### src/rtl/superio_reg_bank.sv
// Avalon-MM register bank for the Super I/O riser: writable control registers, RO status
// passthrough, pipelined reads with readdatavalid. Optional macro: SUPERIO_REGBANK_RDSTROBE_EN.

module superio_reg_slot #(
    parameter int               WIDTH       = 32,
    parameter logic [WIDTH-1:0] RESET_VALUE = '0
) (
    input  logic               clk,
    input  logic               reset,
    input  logic               wr_en,
    input  logic [WIDTH-1:0]   writedata,
    input  logic [WIDTH/8-1:0] byteenable,
    output logic [WIDTH-1:0]   q
);
    always_ff @(posedge clk or posedge reset) begin
        if (reset) begin
            q <= RESET_VALUE;
        end else if (wr_en) begin
            for (int k = 0; k < WIDTH/8; k++)
                if (byteenable[k]) q[k*8 +: 8] <= writedata[k*8 +: 8];
        end
    end
endmodule

module superio_reg_bank #(
    parameter int                  WIDTH        = 32,
    parameter int                  NUM_REGS     = 8,
    parameter int                  ADDR_WIDTH   = 4,
    parameter int                  READ_LATENCY = 1,
    parameter logic [NUM_REGS-1:0] RO_MASK      = '0,
    parameter logic [WIDTH-1:0]    RESET_VALUE  = '0
) (
    input  logic                      clk,
    input  logic                      reset,
    input  logic [ADDR_WIDTH-1:0]     address,
    input  logic                      chipselect,
    input  logic                      read,
    input  logic                      write,
    input  logic [WIDTH-1:0]          writedata,
    input  logic [WIDTH/8-1:0]        byteenable,
    output logic [WIDTH-1:0]          readdata,
    output logic                      readdatavalid,
    output logic [NUM_REGS*WIDTH-1:0] reg_out,
    input  logic [NUM_REGS*WIDTH-1:0] status_in,
    output logic [NUM_REGS-1:0]       rd_strobe
);
    logic             rd_acc, wr_acc;
    logic [WIDTH-1:0] rd_data;

    assign rd_acc = chipselect & read;
    assign wr_acc = chipselect & write;

    for (genvar i = 0; i < NUM_REGS; i++) begin : g_reg
        if (RO_MASK[i]) begin : g_ro
            assign reg_out[i*WIDTH +: WIDTH] = '0;
        end else begin : g_rw
            superio_reg_slot #(
                .WIDTH       (WIDTH),
                .RESET_VALUE (RESET_VALUE)
            ) u_slot (
                .clk        (clk),
                .reset      (reset),
                .wr_en      (wr_acc && (int'(address) == i)),
                .writedata  (writedata),
                .byteenable (byteenable),
                .q          (reg_out[i*WIDTH +: WIDTH])
            );
        end
    end

    // Mux reads from reg_out before the write lands, so a same-address read sees the old value.
    always_comb begin
        rd_data = '0;
        for (int i = 0; i < NUM_REGS; i++)
            if (int'(address) == i)
                rd_data = RO_MASK[i] ? status_in[i*WIDTH +: WIDTH] : reg_out[i*WIDTH +: WIDTH];
    end

    // Stage 0 is the accepting edge's input; each stage's data only loads behind a valid,
    // so the last stage naturally holds the most recent returned word.
    logic [READ_LATENCY-1:0]            vld_q;
    logic [READ_LATENCY-1:0][WIDTH-1:0] dat_q;
    logic [READ_LATENCY:0]              vld_pipe;
    logic [READ_LATENCY:0][WIDTH-1:0]   dat_pipe;

    assign vld_pipe = {vld_q, rd_acc};
    assign dat_pipe = {dat_q, rd_data};

    always_ff @(posedge clk or posedge reset) begin
        if (reset) begin
            vld_q <= '0;
            dat_q <= '0;
        end else begin
            vld_q <= vld_pipe[READ_LATENCY-1:0];
            for (int k = 0; k < READ_LATENCY; k++)
                if (vld_pipe[k]) dat_q[k] <= dat_pipe[k];
        end
    end

    assign readdatavalid = vld_pipe[READ_LATENCY];
    assign readdata      = dat_pipe[READ_LATENCY];

`ifdef SUPERIO_REGBANK_RDSTROBE_EN
    always_ff @(posedge clk or posedge reset) begin
        if (reset) begin
            rd_strobe <= '0;
        end else begin
            rd_strobe <= '0;
            if (rd_acc)
                for (int i = 0; i < NUM_REGS; i++)
                    if (int'(address) == i) rd_strobe[i] <= 1'b1;
        end
    end
`else
    assign rd_strobe = '0;
`endif

endmodule

### config.mk
export PLATFORM = sky130hd
export DESIGN_NAME = superio_reg_bank
export DESIGN_NICKNAME = d
export VERILOG_FILES = /design/src/rtl/superio_reg_bank.sv
export SDC_FILE = /design/constraint.sdc
export NUM_CORES = 1
export LEC_CHECK = 0
export ABC_AREA = 1
export CAP_MARGIN = 0
export CORE_AREA = 2 2 231 233
export DETAILED_ROUTE_END_ITERATION = 10
export DIE_AREA = 0 0 233 235
export GPL_TIMING_DRIVEN = 0
export HOLD_SLACK_MARGIN = 0.1
export PLACE_DENSITY = 0.57
export SLEW_MARGIN = 20
export SYNTH_ARGS = -nofsm -noshare
export SYNTH_HDL_FRONTEND = slang
export SYNTH_SLANG_ARGS = --single-unit
### constraint.sdc
create_clock -name clk -period 9.2 [get_ports clk]
set_input_delay 0.92 -clock clk [delete_from_list [all_inputs] [get_ports clk]]
set_output_delay 0.92 -clock clk [all_outputs]
set_load 0.05 [all_outputs]
# Word-level counts from Yosys, hierarchy flattened
# Cells that the tools add are included.
# word_totals
register_bits,289
input_bits,301
word_cells,92
# op_classes
n_eq_ne,7
mux,8
bitwise_logic,2
n_reduce_logical,41
# op_table
cell,count
2-to-1 mux 32 bit,8
AND reduction 2 bit,32
equality test 4 bit (second input constant),4
equality test 4 x 3 -> 1 bit (second input constant),2
logical AND 1 bit,8
equality test 4 x 2 -> 1 bit (second input constant),1
zero test 4 bit,1
bitwise AND 1 bit,2

# Depth between registers and ports, before layout
# Gate-level depths: netlist of run 1.
# depth
depth_word,9
depth_mapped,10
mapped_depth_nobuf,8

# Hierarchy
# Synthesis of run 1 repeated with hierarchy kept, for this count alone.
# hier_totals
hier_cells,1757
hier_area_um2,13884.6
# modules_own_cells
mod,instances,cells_per_inst,area_each_um2
superio_reg_slot,8,141,1291.2
superio_reg_bank,1,629,3554.7

# Worst setup path after synthesis of run 1
# Ideal clock, no wire load.
# synth_timing
path_kind,input port to flip-flop
startpoint,in address[1]
endpoint,reg g_reg[2].g_rw.u_slot.q[0]
arrival_ns,1.949
slack_ns,7.121
stages,9
path_buffers,2
path_cell_list,buf_6 -> inv_2 -> nor2_4 -> nand2_1 -> nor2_2 -> nand2_1 -> clkbuf_1 -> nand2_1 -> o21ai_1
# synth_via
elab_chain_cells,3
# synth_lines
element,line,text
"start, declared",35,"input logic [ADDR_WIDTH-1:0] address,"
equality test 4 x 3 -> 1 bit,63,".wr_en (wr_acc && (int'(address) == i)),"
logical AND 1 bit,63,
AND reduction 2 bit (no source line),n/a,
"end signal, assigned by index",20,if (byteenable[k]) q[k*8 +: 8] <= writedata[k*8 +: 8];
"end, declared",13,output logic [WIDTH-1:0] q
# No other way between the ends.
# A chain may end at the register's enable or synchronous reset.

# Final worst setup path of run 1
# layout_timing
startpoint,in address[2]
endpoint,reg g_reg[3].g_rw.u_slot.q[18]
# layout_via
elab_chain_cells,3
# layout_lines
element,line
equality test 4 x 3 -> 1 bit,63
logical AND 1 bit,63
AND reduction 2 bit (no source line),n/a
"end signal, assigned by index",20
"end, declared",13
# No other way between the ends.

==> results of run 1 <==
[sequential cells by signal (all words and copies together) (netlist names)]
register and cells:
g.g_rw.u_slot.q 256, readdata 32, readdatavalid 1
[tightest hold or removal path: stages (launching register included)]
cell	delay, ns
sky130_fd_sc_hd__dfrtp_1	0.34
sky130_fd_sc_hd__nand2_1	0.06
sky130_fd_sc_hd__nand2_1	0.05
[layer usage]
metal | routed length (um) | GRT usage [%] | vias to the layer above
met5 | 13 | 0 | -
met4 | 2240 | 7.78 | 2
met3 | 3750 | 4.53 | 98
met2 | 26100 | 32.7 | 463
met1 | 23800 | 26.1 | 5869
li1 | - | - | 5653
[report_power, final]
part	switching, mW	total [mW]	internal, mW
Combinational	0.869	1.24	0.369
Sequential	0.166	1.60	1.43
Clock	0.553	1.36	0.811
Total	1.59	4.20	2.61
[per-stage QoR]
stage / worst slack [ns] / std cells / setup TNS, ns / area, um^2
3_5_place_dp: 5.11 / 2520 / 0 / 16800
5_1_grt: 5.65 / 2581 / 0 / 18000
2_1_floorplan: 0.303 / 1503 / 0 / 12600
6_report: 5.68 / 2581 / 0 / 18000
4_1_cts: 5.67 / 2581 / 0 / 18000
3_3_place_gp: -3.55 / 2518 / -1014.47 / 16800
[area by class of cell]
cell class	count	share of cell area [%]
Clock buffer	50	5.76
Tap cell	688	4.79
Inverter	97	2.07
Multi-Input combinational cell	1029	25.8
Sequential cell	289	40.3
Clock inverter	11	0.501
Timing Repair Buffer	329	18.5
Buffer	88	2.27
[worst paths after layout]
path                       cells after the start  slack (ns)                    endpoint
max                                            7        5.68  g_reg[3].g_rw.u_slot.q[18]
min                                            2        0.48                readdata[18]
max reg2reg                                    6        7.90                readdata[31]
min reg2reg                                    2        0.48                readdata[18]
max in group asynchronous                      3        7.32  g_reg[5].g_rw.u_slot.q[11]
min in group asynchronous                      2        0.91  g_reg[2].g_rw.u_slot.q[24]
[logic make-up (layout without fill, tap and decap cells)]
| family | after synthesis | in the layout | synth area share, % |
|---|---|---|---|
| and+or+nand+nor | 711 | 711 | 24.3 |
| AOI/OAI and AO/OA | 310 | 310 | 12.3 |
| DFF | 289 | 289 | 57.3 |
| buffers and inverters | 185 | 575 | 6.12 |
| other | 1 | 8 | 0.0297 |
[synthesized netlist by cell type]
master                     number  area share, %
sky130_fd_sc_hd__buf_6          2           0.18
sky130_fd_sc_hd__buf_4          8           0.48
sky130_fd_sc_hd__nor2_8         1           0.16
sky130_fd_sc_hd__a21oi_1       27            1.1
sky130_fd_sc_hd__nand4_1       32            1.6
sky130_fd_sc_hd__o21ai_1       34            1.3
sky130_fd_sc_hd__nand3_2        1          0.079
sky130_fd_sc_hd__nand3_1      128            5.1
sky130_fd_sc_hd__dfrtp_1      289             57
sky130_fd_sc_hd__nor3_2         3           0.24
sky130_fd_sc_hd__clkbuf_1      43            1.3
sky130_fd_sc_hd__buf_1          9           0.27
sky130_fd_sc_hd__nor4_4         3           0.51
sky130_fd_sc_hd__o21ai_0      249            9.9
sky130_fd_sc_hd__nand2_2        6           0.30
sky130_fd_sc_hd__conb_1         1          0.030
sky130_fd_sc_hd__buf_2         26            1.0
sky130_fd_sc_hd__inv_2          3          0.089
sky130_fd_sc_hd__nor2_4         5           0.45
sky130_fd_sc_hd__nand2_1      449             13
sky130_fd_sc_hd__nor2_2         2          0.099
sky130_fd_sc_hd__nor2_1        81            2.4
sky130_fd_sc_hd__inv_1         94            2.8
==> flow_metrics.tcl, run 1 <==
set metrics [dict create \
    core_region_area_um2 52200 \
    crit-reg2reg-launch "g_reg[0].g_rw.u_slot.q[31]" \
    status "finished, final reports clean" \
    vdd.ir_drop.worst_mv 0.0992 \
    ys_warn_count 0 \
    drv_slew 0 \
    power.density_nw_per_um2 234 \
    cpLargestDelayFamily "simple AND/OR/NAND/NOR gates" \
    drcViolationCount 0 \
    dr.pass1.iters 5 \
    critical_path_at_ns 3.94 \
    hold_violation_count_in_the_final_report 0 \
    worst_skew_pair.late_latency_ns 0.53 \
    ys_seq_elements 289 \
    report.power.total_mw 4.20 \
    rows 84 \
    place.gp.congestion 0.909 \
    timing.max_cap.violations 0 \
    min_from "readdata[18]" \
    finClkSkew_ns 0.00828 \
    cts.sink_count 289 \
    timing_worst_slew_pin_value_ns 1.07 \
    worstPathMaxFanout 10 \
    ioPinCount 598 \
    syn_inst 1496 \
    port-buffer-count 327 \
    worst_setup_path_end_kind "flop" \
    cts_buffers 36 \
    critical_path.startpoint_type "primary input" \
    ant_nets 0 \
    cts_root_buffer "sky130_fd_sc_hd__clkbuf_16" \
    cts_post_setup_buffers_inserted 0 \
    clock_path_buffers 3 \
    final_cell_mix "449 x sky130_fd_sc_hd__nand2_1, 327 x sky130_fd_sc_hd__clkdlybuf4s50_1, 289 x sky130_fd_sc_hd__dfrtp_1" \
    grt_overflow_total 0 \
    clock.fmax_mhz 284 \
    final-setup-viol-count 0 \
    drt-vias-per-instance 4.68 \
    synth_seq_area_share_pct 57.3 \
    routed_wire_length_per_instance_um 21.7 \
    timing.max_slew.rel_slack_pct 28.4 \
    initial_core_util_pct 24.2 \
    multi_input_combinational_cell_area_um2 4640 \
    area.growth.synth_to_final_pct 42.4 \
    grt_start_max_net_pins 106 \
    detail_route.wirelength_mm 55.9 \
    num_vias 12100 \
    grt_first_pass_wirelength_mm 81.2 \
    unrepaired_setup_endpoints_after_global_routing "no" \
    cts_tree "built" \
    period_share_pct 38.2 \
    num_antenna_cells 0 \
    post_cts_resized 0 \
    holdBufCountCts 0 \
    crit_path_start "address[2]" \
    worst_path_largest_cell_delay_ns 0.72 \
    drt-initial-drc-count 1085 \
    design.die.area_um2 54800 \
    post_synth_instance_area_um2 12600 \
    path_cells "clkdlybuf4s50_1 -> nor2_4 -> nand3_2 -> nor2_1 -> nand2_1 -> clkbuf_1 -> o21ai_0" \
    area.sequential_um2 7230 \
    num-fill-cells 5427 \
    hold-worst-slack_ns 0.479 \
    first_global_vias 12100 \
    die_width_um 233 \
    number_of_antenna_violations_at_the_first_check_in_global_routing 1 \
    die_height_um 235 \
    cp_slowest_cell "sky130_fd_sc_hd__nor2_1" \
    post_synthesis_average_cell_area_um2 8.44 \
    leading_cell_type_in_the_layout_fill_and_taps_excluded "sky130_fd_sc_hd__nand2_1" \
    fin_nets 2171 \
    clock_tree.htree_level_count 2 \
    dpl.hpwl_mm 42.9 \
    p_leak_nw 7.98 \
    grtUsageTotal_pct 20.2 \
    worstSetupPathType "primary input to flop" \
    cell_variety_after_synth 23 \
    clkSlewWorstSetupHoldPaths_ns 0.06 \
    post-route-util_pct 34.4 \
    period_needed_ns 3.52 \
    critical_path_required_ns 9.63 \
    class_of_the_tightest_hold_or_removal_check "flop to flop" \
    path_buf_inv 2 \
    drive_gt1_share_pct 6.18 \
]
No activity file was read; power rests on OpenSTA's default activity.
==> run 2: changes to the inputs <==
- clock period: 9.2 -> 3.05 ns (I/O delays scaled with it)
==> run 2 against run 1 <==
  * Sequential share of layout area decreased by 0.39 points
  * Clock skew up 0.018 ns
  * Worst setup slack worse by 5.3 ns
  * Global-route usage about the same
  * Sequential power grew to 3.0 times the previous value
==> flow_metrics.tcl, run 2 (same netlist as run 1, synthesis figures left out) <==
set metrics [dict create \
    status "finished, final reports clean" \
    initial_core_util_pct 24.2 \
    timing_worst_slew_pin_value_ns 1.01 \
    fin_nets 2177 \
    sequentialPowerShare_pct 37.5 \
    highest_signal_layer "met5" \
    regMostFlops "g.g_rw.u_slot.q" \
    finClkSkew_ns 0.0265 \
    dpl.hpwl_mm 43.9 \
    netSwitchingPower_mw 4.83 \
    place.gp.congestion 0.930 \
    met2_wirelength_mm 26.6 \
    final-setup-viol-count 0 \
    worstSetupPathType "primary input to flop" \
    numPlacedInstances 2527 \
    worst_path_largest_cell_delay_ns 0.62 \
    area.growth.synth_to_final_pct 43.8 \
    layout.cell_area.non_filler_um2 18100 \
    p_leak_nw 8.05 \
    leading_cell_type_in_the_layout_fill_and_taps_excluded "sky130_fd_sc_hd__nand2_1" \
    routed_wire_length_per_instance_um 21.5 \
    grt_start_max_net_pins 36 \
    stdcell_count 2590 \
    critical_path_required_ns 3.49 \
    drv_slew 0 \
    critical_path.startpoint_type "primary input" \
    ioPinCount 598 \
    cts.sink_count 289 \
    detail_route.wirelength_mm 55.8 \
    internal-power_mw 8.05 \
    number_of_antenna_violations_at_the_first_check_in_global_routing 3 \
    holdBufCountCts 0 \
    worstPathMaxFanout 10 \
    period_needed_ns 2.66 \
    unrepaired_setup_endpoints_after_global_routing "no" \
    cp_slowest_cell "sky130_fd_sc_hd__nor2_1" \
    cpLargestDelayFamily "simple AND/OR/NAND/NOR gates" \
    class_of_the_tightest_hold_or_removal_check "primary input to asynchronous set/reset pin" \
    clock_tree.htree_level_count 2 \
    dpl-instance-area_um2 17000 \
    worst_skew_pair.late_latency_ns 0.54 \
    rows 84 \
    die_width_um 233 \
    power.density_nw_per_um2 710 \
    core_region_area_um2 52200 \
    max_reg_flops 256 \
    post_cts_resized 0 \
    design.die.area_um2 54800 \
    grtUsageTotal_pct 20.2 \
    clock_path_buffers 3 \
    period_share_pct 87.1 \
    cts_tree "built" \
    hold-worst-slack_ns 0.230 \
    die_height_um 235 \
    cts_buffers 35 \
    cts_post_setup_buffers_inserted 0 \
    ant_nets 0 \
    power_switching_share_pct 37.5 \
    vdd.ir_drop.worst_mv 0.364 \
    power.combinational.fraction_pct 29.2 \
    dr.pass1.iters 5 \
    port-buffer-count 327 \
    drt-vias-per-instance 4.68 \
    cts_root_buffer "sky130_fd_sc_hd__clkbuf_16" \
    drive_gt1_share_pct 6.52 \
    critical_path_at_ns 3.10 \
    met1_length_mm 23.1 \
    path_buf_inv 2 \
    clock.fmax_mhz 376 \
    pwr-share-clk_pct 33.3 \
    path_cells "clkdlybuf4s50_1 -> nor2_4 -> nand3_2 -> nor2_1 -> nand2_1 -> clkbuf_1 -> o21ai_0" \
    num_vias 12100 \
    final_cell_mix "449 x sky130_fd_sc_hd__nand2_1, 327 x sky130_fd_sc_hd__clkdlybuf4s50_1, 289 x sky130_fd_sc_hd__dfrtp_1" \
    met3WireLength_mm 4.21 \
    timing.max_slew.rel_slack_pct 32.9 \
    grt_overflow_total 0 \
    timing.max_cap.violations 0 \
    first_global_vias 12300 \
    drt-initial-drc-count 917 \
    clkSlewWorstSetupHoldPaths_ns 0.06 \
    hold_violation_count_in_the_final_report 0 \
    drcViolationCount 0 \
    grt_first_pass_wirelength_mm 81.3 \
    worst_setup_path_end_kind "flop" \
]
-- run 2: final cells by class --
cell class                 instances  area (um^2)
antenna                            1         2.50
buffer                            88          408
clock buffer                      50         1020
clock inverter                    12          144
fill                            5419        34100
inverter                          97          368
multi-input combinational       1029         4640
sequential                       289         7230
tap                              688          861
timing repair buffer             336         3460
-- run 2: layer usage --
layer,track usage [%],vias to the layer above
li1,-,5649
met1,25.3,5927
met2,33.5,457
met3,5.35,84
met4,6.66,4
met5,0,-
-- run 2: path summary, 6_finish.rpt --
check                                           from                         end  slack, ns  cells after the start
setup / recovery                          address[2]  g_reg[3].g_rw.u_slot.q[21]       0.39                      7
hold / removal                                 reset  g_reg[3].g_rw.u_slot.q[21]       0.23                      2
setup reg to reg           g_reg[1].g_rw.u_slot.q[7]                 readdata[7]       1.82                      6
hold reg to reg                         readdata[14]                readdata[14]       0.48                      2
max in group asynchronous                      reset                 readdata[1]       1.58                      6
min in group clk                       byteenable[3]  g_reg[7].g_rw.u_slot.q[30]       0.26                      4
-- run 2: per-stage QoR --
stage | setup slack, ns | total power [mW] | setup TNS [ns] | util [%]
CTS | 0.223 | 13.0 | 0 | 34.7
detailed placement | -0.338 | 8.68 | -6.20 | 32.5
floorplan | -1.09 | 7.08 | -314.49 | -
global route | 0.118 | 13.4 | 0 | 34.7
finish | 0.392 | 12.9 | 0 | 34.7
global placement | -3.24 | 8.60 | -927.08 | 32.1
-- run 2: power by group through the flow --
stage / Clock [mW] / Combinational [mW] / Sequential (mW)
CTS: 4.39 / 3.80 / 4.83
global placement: 0 / 3.72 / 4.88
global route: 4.53 / 3.96 / 4.89
floorplan: 0 / 0.646 / 6.44
detailed placement: 0 / 3.79 / 4.89
finish: 4.29 / 3.76 / 4.83
